## config.mk

```make
export PLATFORM = sky130hd
export DESIGN_NAME = sdram_arbiter_flat
export DESIGN_NICKNAME = d
export VERILOG_FILES = /design/src/rtl/sdram_arbiter_if.sv /design/src/rtl/sdram_arbiter.sv /design/src/flat_wrapper.sv
export SDC_FILE = /design/constraint.sdc
export NUM_CORES = 1
export LEC_CHECK = 0
export BUFFER_PORTS_ARGS = -buffer_cell sky130_fd_sc_hd__buf_4
export CORE_AREA = 5 5 56 58
export DETAILED_ROUTE_END_ITERATION = 10
export DIE_AREA = 0 0 61 63
export GPL_TIMING_DRIVEN = 0
export PLACE_DENSITY = 0.81
export SYNTH_ARGS = -nofsm -noshare
export SYNTH_HDL_FRONTEND = slang
export SYNTH_SLANG_ARGS = --single-unit
export TNS_END_PERCENT = 1
```

## constraint.sdc

```tcl
create_clock -name clk_100m -period 4.5 [get_ports clk_100m]
set_input_delay 0.225 -clock clk_100m [delete_from_list [all_inputs] [get_ports clk_100m]]
set_output_delay 0.225 -clock clk_100m [all_outputs]
set_load 0.02 [all_outputs]
```

## src/rtl/sdram_arbiter_if.sv

```systemverilog
// Handshake bundle between the SDRAM arbiter, its clients and the controller.
// The master modport is the arbiter's view; slave is the surrounding system.
interface sdram_arbiter_if;
  logic init_done;
  logic wr_req;
  logic rd_req;
  logic ctrl_wr_req;
  logic ctrl_rd_req;
  logic ctrl_ref_req;
  logic ctrl_wr_ack;
  logic ctrl_rd_ack;
  logic ctrl_ref_ack;
  logic wr_done;
  logic rd_done;
  logic ref_pending;
  logic ref_miss;
  logic err_timeout;

  modport master (
    input  init_done, wr_req, rd_req, ctrl_wr_ack, ctrl_rd_ack, ctrl_ref_ack,
    output ctrl_wr_req, ctrl_rd_req, ctrl_ref_req, wr_done, rd_done,
           ref_pending, ref_miss, err_timeout
  );

  modport slave (
    output init_done, wr_req, rd_req, ctrl_wr_ack, ctrl_rd_ack, ctrl_ref_ack,
    input  ctrl_wr_req, ctrl_rd_req, ctrl_ref_req, wr_done, rd_done,
           ref_pending, ref_miss, err_timeout
  );
endinterface

```

## src/rtl/sdram_arbiter.sv

```systemverilog
// Shares the SDRAM controller command path between a write client, a read client
// and the auto-refresh timer; one operation at a time, with refresh and ack watchdogs.
module sdram_arbiter #(
  parameter int unsigned REF_INTERVAL = 780,
  parameter int unsigned ACK_TIMEOUT  = 256
) (
  input  logic              clk_100m,
  input  logic              rst_n,
  sdram_arbiter_if.master   bus
);

  localparam int unsigned REF_W = (REF_INTERVAL > 1) ? $clog2(REF_INTERVAL) : 1;
  localparam int unsigned WD_W  = (ACK_TIMEOUT > 1) ? $clog2(ACK_TIMEOUT) : 1;
  localparam logic [REF_W-1:0] REF_LAST = REF_W'(REF_INTERVAL - 1);
  localparam logic [WD_W-1:0]  WD_LAST  = WD_W'(ACK_TIMEOUT - 1);

  typedef enum logic [1:0] {S_IDLE, S_REF, S_WR, S_RD} state_t;

  state_t           state;
  logic [REF_W-1:0] ref_cnt;
  logic [WD_W-1:0]  wdog;
  logic             last_wr;
  logic             mask_wr;
  logic             mask_rd;
  logic             ctrl_wr_req_q;
  logic             ctrl_rd_req_q;
  logic             ctrl_ref_req_q;
  logic             wr_done_q;
  logic             rd_done_q;
  logic             ref_pending_q;
  logic             ref_miss_q;
  logic             err_timeout_q;

  logic ref_wrap_c;
  logic ref_done_c;
  logic wd_expire_c;
  logic wr_eff_c;
  logic rd_eff_c;

  assign ref_wrap_c  = bus.init_done && (ref_cnt == REF_LAST);
  assign ref_done_c  = (state == S_REF) && bus.ctrl_ref_ack;
  assign wd_expire_c = (wdog == WD_LAST);
  // A client that just completed is ignored for one idle cycle.
  assign wr_eff_c    = bus.wr_req && !mask_wr;
  assign rd_eff_c    = bus.rd_req && !mask_rd;

  // Refresh interval timer; a wrap with a refresh still owed is a miss.
  always_ff @(posedge clk_100m or negedge rst_n) begin
    if (!rst_n) begin
      ref_cnt       <= '0;
      ref_pending_q <= 1'b0;
      ref_miss_q    <= 1'b0;
    end else begin
      if (!bus.init_done || ref_wrap_c) ref_cnt <= '0;
      else                              ref_cnt <= ref_cnt + REF_W'(1);

      if (ref_wrap_c) begin
        ref_pending_q <= 1'b1;
        if (ref_pending_q && !ref_done_c) ref_miss_q <= 1'b1;
      end else if (ref_done_c) begin
        ref_pending_q <= 1'b0;
      end
    end
  end

  // Arbitration and service FSM.
  always_ff @(posedge clk_100m or negedge rst_n) begin
    if (!rst_n) begin
      state          <= S_IDLE;
      wdog           <= '0;
      last_wr        <= 1'b0;
      mask_wr        <= 1'b0;
      mask_rd        <= 1'b0;
      ctrl_wr_req_q  <= 1'b0;
      ctrl_rd_req_q  <= 1'b0;
      ctrl_ref_req_q <= 1'b0;
      wr_done_q      <= 1'b0;
      rd_done_q      <= 1'b0;
      err_timeout_q  <= 1'b0;
    end else begin
      wr_done_q <= 1'b0;
      rd_done_q <= 1'b0;
      mask_wr   <= 1'b0;
      mask_rd   <= 1'b0;
      unique case (state)
        S_IDLE: begin
          if (bus.init_done) begin
            if (ref_pending_q) begin
              state          <= S_REF;
              ctrl_ref_req_q <= 1'b1;
              wdog           <= '0;
            end else if (wr_eff_c && (!rd_eff_c || !last_wr)) begin
              state         <= S_WR;
              ctrl_wr_req_q <= 1'b1;
              last_wr       <= 1'b1;
              wdog          <= '0;
            end else if (rd_eff_c) begin
              state         <= S_RD;
              ctrl_rd_req_q <= 1'b1;
              last_wr       <= 1'b0;
              wdog          <= '0;
            end
          end
        end
        S_REF: begin
          if (bus.ctrl_ref_ack) begin
            state          <= S_IDLE;
            ctrl_ref_req_q <= 1'b0;
          end else if (wd_expire_c) begin
            state          <= S_IDLE;
            ctrl_ref_req_q <= 1'b0;
            err_timeout_q  <= 1'b1;
          end else begin
            wdog <= wdog + WD_W'(1);
          end
        end
        S_WR: begin
          if (bus.ctrl_wr_ack) begin
            state         <= S_IDLE;
            ctrl_wr_req_q <= 1'b0;
            wr_done_q     <= 1'b1;
            mask_wr       <= 1'b1;
          end else if (wd_expire_c) begin
            state         <= S_IDLE;
            ctrl_wr_req_q <= 1'b0;
            err_timeout_q <= 1'b1;
          end else begin
            wdog <= wdog + WD_W'(1);
          end
        end
        S_RD: begin
          if (bus.ctrl_rd_ack) begin
            state         <= S_IDLE;
            ctrl_rd_req_q <= 1'b0;
            rd_done_q     <= 1'b1;
            mask_rd       <= 1'b1;
          end else if (wd_expire_c) begin
            state         <= S_IDLE;
            ctrl_rd_req_q <= 1'b0;
            err_timeout_q <= 1'b1;
          end else begin
            wdog <= wdog + WD_W'(1);
          end
        end
        default: state <= S_IDLE;
      endcase
    end
  end

  assign bus.ctrl_wr_req  = ctrl_wr_req_q;
  assign bus.ctrl_rd_req  = ctrl_rd_req_q;
  assign bus.ctrl_ref_req = ctrl_ref_req_q;
  assign bus.wr_done      = wr_done_q;
  assign bus.rd_done      = rd_done_q;
  assign bus.ref_pending  = ref_pending_q;
  assign bus.ref_miss     = ref_miss_q;
  assign bus.err_timeout  = err_timeout_q;

endmodule
```

## src/flat_wrapper.sv

```systemverilog
// flat-port wrapper written by rule: the top's interface ports become plain ports
module sdram_arbiter_flat 
#(
  parameter int unsigned REF_INTERVAL = 780,
  parameter int unsigned ACK_TIMEOUT  = 256
)
  (clk_100m, rst_n, bus_init_done, bus_wr_req, bus_rd_req, bus_ctrl_wr_ack, bus_ctrl_rd_ack, bus_ctrl_ref_ack, bus_ctrl_wr_req, bus_ctrl_rd_req, bus_ctrl_ref_req, bus_wr_done, bus_rd_done, bus_ref_pending, bus_ref_miss, bus_err_timeout);
  sdram_arbiter_if bus_i ();
  input  logic clk_100m;
  input  logic rst_n;
  input wire logic [$bits(bus_i.init_done)-1:0] bus_init_done;
  input wire logic [$bits(bus_i.wr_req)-1:0] bus_wr_req;
  input wire logic [$bits(bus_i.rd_req)-1:0] bus_rd_req;
  input wire logic [$bits(bus_i.ctrl_wr_ack)-1:0] bus_ctrl_wr_ack;
  input wire logic [$bits(bus_i.ctrl_rd_ack)-1:0] bus_ctrl_rd_ack;
  input wire logic [$bits(bus_i.ctrl_ref_ack)-1:0] bus_ctrl_ref_ack;
  output wire logic [$bits(bus_i.ctrl_wr_req)-1:0] bus_ctrl_wr_req;
  output wire logic [$bits(bus_i.ctrl_rd_req)-1:0] bus_ctrl_rd_req;
  output wire logic [$bits(bus_i.ctrl_ref_req)-1:0] bus_ctrl_ref_req;
  output wire logic [$bits(bus_i.wr_done)-1:0] bus_wr_done;
  output wire logic [$bits(bus_i.rd_done)-1:0] bus_rd_done;
  output wire logic [$bits(bus_i.ref_pending)-1:0] bus_ref_pending;
  output wire logic [$bits(bus_i.ref_miss)-1:0] bus_ref_miss;
  output wire logic [$bits(bus_i.err_timeout)-1:0] bus_err_timeout;
  assign bus_i.init_done = bus_init_done;
  assign bus_i.wr_req = bus_wr_req;
  assign bus_i.rd_req = bus_rd_req;
  assign bus_i.ctrl_wr_ack = bus_ctrl_wr_ack;
  assign bus_i.ctrl_rd_ack = bus_ctrl_rd_ack;
  assign bus_i.ctrl_ref_ack = bus_ctrl_ref_ack;
  assign bus_ctrl_wr_req = bus_i.ctrl_wr_req;
  assign bus_ctrl_rd_req = bus_i.ctrl_rd_req;
  assign bus_ctrl_ref_req = bus_i.ctrl_ref_req;
  assign bus_wr_done = bus_i.wr_done;
  assign bus_rd_done = bus_i.rd_done;
  assign bus_ref_pending = bus_i.ref_pending;
  assign bus_ref_miss = bus_i.ref_miss;
  assign bus_err_timeout = bus_i.err_timeout;
  sdram_arbiter #(.REF_INTERVAL(REF_INTERVAL), .ACK_TIMEOUT(ACK_TIMEOUT)) u_core (.clk_100m(clk_100m), .rst_n(rst_n), .bus(bus_i));
endmodule
```

# After elaboration in Yosys (flattened, before gate mapping)
# Cells that the tools add are included.
[word_totals]
register_bits = 29
out_inout_bits = 8
word_cells = 110
[classes]
n_eq_ne = 18
reduce_logical = 29
muxes = 48
bitwise_logic = 1
n_addsub = 2
[ops]
columns = ["operator", "count"]
rows = [
  ["8-bit two-way mux", 8],
  ["8-bit case mux with 4 select lines", 1],
  ["1-bit two-way mux", 25],
  ["2-bit two-way mux", 8],
  ["2-bit inequality test (second input constant)", 6],
  ["4-bit AND reduction", 3],
  ["10-bit by 1-bit adder with 10-bit output (second input constant)", 1],
  ["10-bit equality test (second input constant)", 1],
  ["10-bit two-way mux", 1],
  ["5-bit AND reduction", 2],
  ["2-bit nonzero test", 5],
  ["3-bit by 2-bit inequality test with 1-bit output (second input constant)", 3],
  ["8-bit by 1-bit adder with 8-bit output (second input constant)", 1],
  ["8-bit equality test (second input constant)", 1],
  ["2-bit case mux with 4 select lines", 1],
  ["1-bit logical AND", 6],
  ["1-bit logical NOT", 6],
  ["2-bit by 1-bit inequality test with 1-bit output (second input constant)", 3],
  ["1-bit case mux with 2 select lines", 3],
  ["6-bit AND reduction", 1],
  ["2-bit equality test (second input constant)", 2],
  ["4-bit by 1-bit inequality test with 1-bit output (second input constant)", 1],
  ["2-bit AND reduction", 2],
  ["1-bit case mux with 3 select lines", 1],
  ["5 further kinds", 6],
]

# Longest topological paths before layout
# Gate-level depths: netlist of the first run.
[logic_depth]
word_depth = 9
depth_mapped = 5

# Worst setup path before layout of the first run
# OpenSTA, ideal clock, no wires.
[synth_timing]
path_kind = "register to register"
start = "reg u_core.wdog[0]"
end = "reg u_core.wdog[1]"
setup_slack_ns = 2.991
arrival_ns = 1.440
required_ns = 4.431
stages_incl_launch_ff = 6
n_path_buf = 0
cell_sequence = "dfrtp_1 ha_1 nand4_1 nor2_1 or4b_1 nand3_1"
[synth_via]
elab_chain_cells = 4
elab_cells_between_ends = 7
[synth_rtl]
columns = ["item", "line", "source"]
rows = [
  ["start, declared", "sdram_arbiter.sv:21", "logic [WD_W-1:0] wdog;"],
  ["start signal, assigned", "sdram_arbiter.sv:114", "wdog <= wdog + WD_W'(1);"],
  ["start signal, assigned", "sdram_arbiter.sv:128", "wdog <= wdog + WD_W'(1);"],
  ["start signal, assigned", "sdram_arbiter.sv:142", "wdog <= wdog + WD_W'(1);"],
  ["8-bit by 1-bit adder with 8-bit output or 8-bit equality test (tied branches)", "n/a", ""],
  ["8-bit two-way mux (*)", "sdram_arbiter.sv:109, sdram_arbiter.sv:123, sdram_arbiter.sv:137", ""],
  ["8-bit two-way mux (on tied branches)", "sdram_arbiter.sv:132, sdram_arbiter.sv:106, sdram_arbiter.sv:118", ""],
  ["8-bit case mux with 4 select lines (*)", "sdram_arbiter.sv:85", "unique case (state)"],
]
# Every way passes the cells marked *; elsewhere a longest branch is shown, timed or not. The select of a mux whose other input is x is not followed.
# A chain may end at the register's enable or synchronous reset.

# Worst setup path in the final report of the first run
[layout_timing]
start = "reg u_core.wdog[0]"
end = "reg u_core.wdog[0]"
# Same word-level chain as after synthesis.

==> results of run 1 <==
-- final cells by class --
cell class | count | share of cell area (%)
clock inverters | 3 | 1.023
repair buffers | 16 | 7.164
flip-flops and latches | 29 | 42.40
plain buffers | 2 | 0.9503
clock buffers | 5 | 2.193
inverters | 3 | 0.6579
multi-input cells | 116 | 43.35
well taps | 31 | 2.266
-- metrics by stage --
step	power (uW)	setup WS, ps	cell area [um2]	instances
6_report	757.8	2782	1712	205
3_3_place_gp	593.4	2822	1647	196
4_1_cts	761.3	2778	1712	205
3_5_place_dp	605.0	2803	1647	196
5_1_grt	803.1	2664	1712	205
2_1_floorplan	528.0	2991	1495	150
-- Yosys cell counts, types with 2 or more instances --
| cell | n |
|---|---|
| xor2_1 | 2 |
| nor2_1 | 17 |
| a211o_1 | 2 |
| o21ai_0 | 2 |
| nor3_1 | 3 |
| a21o_1 | 2 |
| o211ai_1 | 3 |
| a21oi_1 | 7 |
| dfrtp_1 | 29 |
| nand2b_1 | 2 |
| ha_1 | 2 |
| xnor2_1 | 6 |
| mux2i_1 | 3 |
| nor2b_1 | 4 |
| nor4_1 | 2 |
| nand3_1 | 9 |
| nand2_1 | 19 |
| and3_1 | 4 |
| nand4_1 | 3 |
| inv_1 | 3 |
| o31ai_1 | 3 |
| o2bb2ai_1 | 2 |
| nor4b_1 | 4 |
-- critical path: cells and delay by family, from the launching register on --
kind,cells,cell delay (ps)
flops,1,410
compound gates,1,240
fa+ha+maj,1,240
simple gates,3,720
-- cell families after synthesis --
family	after synthesis	synth area share [%]
AO/OA/AOI/OAI	32	16.32
XOR/XNOR	8	4.686
adder cells (fa/ha/maj)	2	1.673
buffers and inverters	5	1.841
flip-flops	29	48.54
multiplexers	4	3.515
AND/OR/NAND/NOR	70	23.43
-- worst min path at each step --
stage | start | to | slack, ps
2_1_floorplan | rst_n | u_core.bus.ctrl_rd_req$_DFFE_PN0P_ | -70
3_3_place_gp | rst_n | u_core.wdog[4]$_DFFE_PN0P_ | 170
3_5_place_dp | rst_n | u_core.ref_cnt[5]$_DFF_PN0_ | 170
4_1_cts | bus_ctrl_wr_ack | u_core.mask_wr$_DFF_PN0_ | 160
5_1_grt | bus_ctrl_wr_ack | u_core.mask_wr$_DFF_PN0_ | 170
6_report | bus_ctrl_wr_ack | u_core.mask_wr$_DFF_PN0_ | 160
-- metal layers --
layer	vias up	global-route usage (%)
met3	8	5.785
li1	598	-
met2	16	29.01
met1	603	22.76
met5	-	0
met4	0	7.859
-- state kept, by name (all words and copies together), names as in the netlist --
| register | flops |
|---|---|
| u_core.bus.ref_miss | 1 |
| u_core.bus.ctrl_rd_req | 1 |
| u_core.bus.rd_done | 1 |
| u_core.mask_wr | 1 |
| u_core.state | 2 |
| u_core.ref_cnt | 10 |
| u_core.bus.ctrl_ref_req | 1 |
| u_core.wdog | 8 |
| u_core.bus.err_timeout | 1 |
| u_core.bus.ref_pending | 1 |
| u_core.bus.ctrl_wr_req | 1 |
| u_core.last_wr | 1 |
-- timing repair --
action	4_1_cts	5_1_grt
endpoints found under the hold margin	29	0
hold buffers	1	0
gates resized for setup	0	0
-- power groups by stage --
stage / Combinational, uW / Sequential, uW / Clock, uW
3_5_place_dp: 261 / 344 / 0
5_1_grt: 285 / 345 / 173
3_3_place_gp: 253 / 341 / 0
4_1_cts: 263 / 339 / 159
2_1_floorplan: 176 / 352 / 0
6_report: 261 / 341 / 155
==> results.ini, run 1 <==
[power]
p_int_uw=475.9
clkPwrFrac_pct=20.5
power_density_nw_per_um2=442.7
p_comb_share_pct=34.5
leakagePower_uw=0.0007610
switching_share_pct=37.20
pwr-share-seq_pct=45.0
ir_drop_mv=0.3403
p_sw_uw=281.9

[route]
met3_length_um=101
drt-met1-wl_um=1392
drt-initial-drc-count=55
wl_per_cell_um=15.16
top_layer_used=met4
wl_um=3107
avgViaCountPerCell=5.976
wl_met2_um=1553
drtAntennaViolNets=0
vias=1225
drc=0
first_pass_iters=4

[synth]
avgSynthCellArea_um2=9.968
ys_warn_count=0
synthDistinctLibCells=40
synth_enable_flop_cells=0
syn_inst=150
ys.flop_type=dfrtp_1
synth_top_area_share_pct=48.54
synth_top_area_cell=dfrtp_1
netlist_area_um2=1495
synth_seq_area_share_pct=48.54
syn-num-nets=160
async_flop_share_pct=100.0
ys_seq_elements=29
synthTopCellsByArea=dfrtp_1, nand2_1, nor2_1

[worst_setup_path]
cp_cell_sequence=ha_1 > nand4_1 > nor2_1 > nor4_1 > a211o_1
reg2reg_depth=5
reg2reg_to=u_core.wdog[0]$_DFFE_PN0P_
start_kind=flop
crit_arrival_ps=1950
reg2reg_from=u_core.wdog[0]$_DFFE_PN0P_
critPathSlowestCell=nor2_1
r2r_setup_slack_ps=2780
crit_path_end=u_core.wdog[0]$_DFFE_PN0P_
critical_path.endpoint_type=flop
worstPathRequired_ps=4730
path_class=flop to flop
worstSetupStartpoint=u_core.wdog[0]$_DFFE_PN0P_
worstPathMaxFanout=9
slowest_delay_ps=460

[floorplanning]
die_area_um2=3843
die-height_um=63
core_um2=2615
die_width_um=61
rows=19
ios=16
initial_core_util_pct=57.18

[sta]
slew_headroom_pct=61.79
period_minus_slack_ps=1718
fmax_mhz=582.1
finalSetupViolCount=0
rsz0062_at_grt=false
finalClockSkew_ps=14.25
tightest_slew_ps=572.2
hold_viol=0
drv_slew=0
period_share_pct=38.17
fin_setup_tns_ps=0
hold_ws_ps=160.7

[cells_and_area]
n_fill_cell=226
layout_common_cells=dfrtp_1, nand2_1, nor2_1
area_growth_pct=14.48
final_layout_size_suffix_gt1_share_pct=16.67
antenna_cells=0
register_area_um2=725.7
final_common_cell=dfrtp_1
multiInputGateArea_um2=742.0
nNetsFinal=183
fin_util_pct=65.45

[placed_design]
finalWeightedCongestion=0.8370
portBuffers=15
dpl.hpwl_um=2251

[grt]
track_usage_pct=18.44
grt_first_pass_wirelength_um=5361
grt_max_degree=30
grt-ovfl-total=0
grt_pass1_vias=1256
antenna_found_initial=0

[hold_path]
hold_path.class=input pin to flop
hold_depth=3

[clocking]
clockRootBuffer=clkbuf_4
ctsHtreeMaxLevel=2
post_cts_buffers=0
path_clk_slew_ps=100
cts_sinks=29
cts_inserted_buffers=5
tritoncts=yes
clock_latency_ps=330
max-clock-path-buffers=2

[job]
max_cap_viol_count=0

[run_status]
run_status=completed

(Power assumes the default switching activity.)
==> inputs of run 2 (changes only) <==
Settings changed: ABC_AREA from default to 1, CORE_AREA 5 5 56 58 to 5 5 62 64, DIE_AREA 0 0 61 63 to 0 0 67 69, PLACE_DENSITY 0.81 to 0.73.
Clock period 4.5 ns to 1.4 ns, I/O delays scaled along.
==> run 2 against run 1 <==
Effect of this change: count of clock-buffer cells in the layout increased by 3; critical path depth increased by 3; clock skew increased by 1.0 ps; register-to-register slack got worse by 2800 ps; final cell count increased by 44%; final area increased by 15%; global-route usage decreased by 2.0 points; sequential cell count unchanged; critical endpoint is now u_core.bus.ctrl_wr_req$_DFFE_PN0P_; highest routed layer unchanged.
==> results.ini, run 2 <==
[floorplanning]
die-height_um=69
die_width_um=67
ios=16
core_um2=3232
die_area_um2=4623
initial_core_util_pct=49.44
rows=21

[placed_design]
portBuffers=15
pre_cts_slack_ps=-100.1
dpl.hpwl_um=2317
finalWeightedCongestion=0.8728
dp_cells=278

[grt]
grt_pass1_vias=1344
grt_max_degree=30
track_usage_pct=16.44
grt-ovfl-total=0
grt_first_pass_wirelength_um=5885
antenna_found_initial=0

[route]
drt-initial-drc-count=98
wl_um=3582
drc=0
drtAntennaViolNets=0
first_pass_iters=4
avgViaCountPerCell=4.929
wl_per_cell_um=12.10
vias=1459

[synth]
synthTopCellsByArea=dfrtp_1, nand2_1, inv_1
synth_mux_area_share_pct=0
synthDistinctLibCells=26
synth_common_cells=nand2_1, dfrtp_1, inv_1, nor2_1, nand3_1
synth_fa_ha_area_share_pct=1.566
synth_compound_area_share_pct=5.638
syn_inst=217
ys_warn_count=0
ys.flop_type=dfrtp_1
netlist_area_um2=1598
avgSynthCellArea_um2=7.363
synthMostInstantiatedCell=nand2_1
synth_seq_area_share_pct=45.42
synth_enable_flop_cells=0
synth_top_family_by_area=simple AND/OR/NAND/NOR gates
ys_seq_elements=29
async_flop_share_pct=100.0
synthXorXnorAreaFrac_pct=1.644
syn-num-nets=227
synth_top_area_share_pct=45.42
synth_top_area_cell=dfrtp_1
yosys.area_share.simple_pct=37.74

[worst_setup_path]
critical_path.endpoint_type=flop
start_kind=flop
crit_buf_inv=0
worstPathRequired_ps=1620
crit_family=simple AND/OR/NAND/NOR gates
path_class=flop to flop
crit_arrival_ps=1600
slowest_delay_ps=390
critPathSlowestCell=dfrtp_1
cp_common_cell=nand2_1
worstPathMaxFanout=3
cp_cell_sequence=ha_2 > nand2_2 > nor2_4 > nand2_1 > nand2_2 > nand3_1 > nand2_1 > nand2_1

[sta]
hold_viol=0
period_minus_slack_ps=1377
tightest_slew_ps=355.8
finalClockSkew_ps=15.29
slew_headroom_pct=76.28
setup_slack_ps=22.73
rsz0062_at_grt=true
finalSetupViolCount=0
fmax_mhz=726.1
drv_slew=0
period_share_pct=98.38

[cells_and_area]
reg_top3=u_core.ref_cnt x10, u_core.wdog x8, u_core.state x2
final_cells=296
layout_common_cells=nand2_1, inv_1, nor2_1, dfrtp_1, buf_4
nNetsFinal=259
largest_reg_flops=10
antenna_cells=0
final_common_cell=nand2_1
regMostFlops=u_core.ref_cnt
final_layout_size_suffix_gt1_share_pct=24.40
area_growth_pct=23.57

[run_status]
run_status=completed

[clocking]
cts_sinks=29
path_clk_slew_ps=80
clockRootBuffer=clkbuf_4
max-clock-path-buffers=2
tritoncts=yes
ctsHtreeMaxLevel=2
clock_latency_ps=340
cts_inserted_buffers=5

[power]
ir_drop_mv=0.8100
leakagePower_uw=0.001001
power_density_nw_per_um2=1365

[job]
max_cap_viol_count=0

[hold_path]
hold_path.class=input pin to flop

run 2: layout make-up:
type / instances / area, um2
Fill cell: 288 / 1257
Multi-Input combinational cell: 157 / 828.3
Sequential cell: 29 / 729.5
Timing Repair Buffer: 24 / 182.7
Inverter: 31 / 116.4
Tap cell: 46 / 57.56
Clock buffer: 8 / 48.80
Buffer: 1 / 11.26
run 2: worst paths after layout:
kind,start,end,depth (start not counted),slack (ps)
worst min register to register,u_core.bus.ctrl_wr_req$_DFFE_PN0P_,u_core.bus.ctrl_wr_req$_DFFE_PN0P_,2,480
max in group asynchronous,rst_n,u_core.ref_cnt[0]$_DFF_PN0_,2,930
worst max register to register,u_core.wdog[1]$_DFFE_PN0P_,u_core.bus.ctrl_wr_req$_DFFE_PN0P_,8,20
worst max-delay path,u_core.wdog[1]$_DFFE_PN0P_,u_core.bus.ctrl_wr_req$_DFFE_PN0P_,8,20
min in group asynchronous,rst_n,u_core.bus.ctrl_rd_req$_DFFE_PN0P_,2,180
worst min-delay path,bus_ctrl_rd_ack,u_core.bus.rd_done$_DFF_PN0_,3,3
run 2: layer usage:
layer	share of wire (%)	wire, um	track usage (%)	vias to the layer above
li1	-	-	-	747
met1	47	1673	21.56	690
met2	49	1745	24.45	15
met3	2.6	93	5.032	7
met4	1.9	69	7.432	0
met5	0	0	0	-
run 2: timing repair:
action                     in CTS  in global routing
buffers inserted                2                  6
hold endpoints to repair       29                  0
gates cloned                    0                  1
hold buffers                    1                  0
pin swaps                       2                  8
setup endpoints to repair      18                 23
gates resized for setup         4                 21
run 2: logic make-up (layout without fill, tap and decap cells):
group	count (synthesis)	count (layout)
DFF	29	29
adders and majority gates	2	2
AOI/OAI and AO/OA	15	15
buffers and inverters	32	64
and+or+nand+nor	136	137
xor gates and xnor gates	3	3
run 2: per-stage QoR:
stage	TNS (ps)	hold slack, ps	util [%]	power (uW)	cell area, um2
2_1_floorplan	0	-225.6	-	1743	1598
3_3_place_gp	-1067	14.77	54.70	1989	1768
3_5_place_dp	-1366	11.27	54.70	2011	1768
4_1_cts	0	28.57	57.41	2542	1856
5_1_grt	-526.6	13.02	61.09	2900	1974
6_report	0	2.811	61.09	2695	1974
run 2: worst min-delay path, cell delays in order:
cell and delay [ps]:
buf_4 90, nand2_2 80, inv_1 60
run 2: where the power goes:
group          switching [uW]  internal (uW)
Combinational             687            449
Sequential                108            956
Clock                     295            200
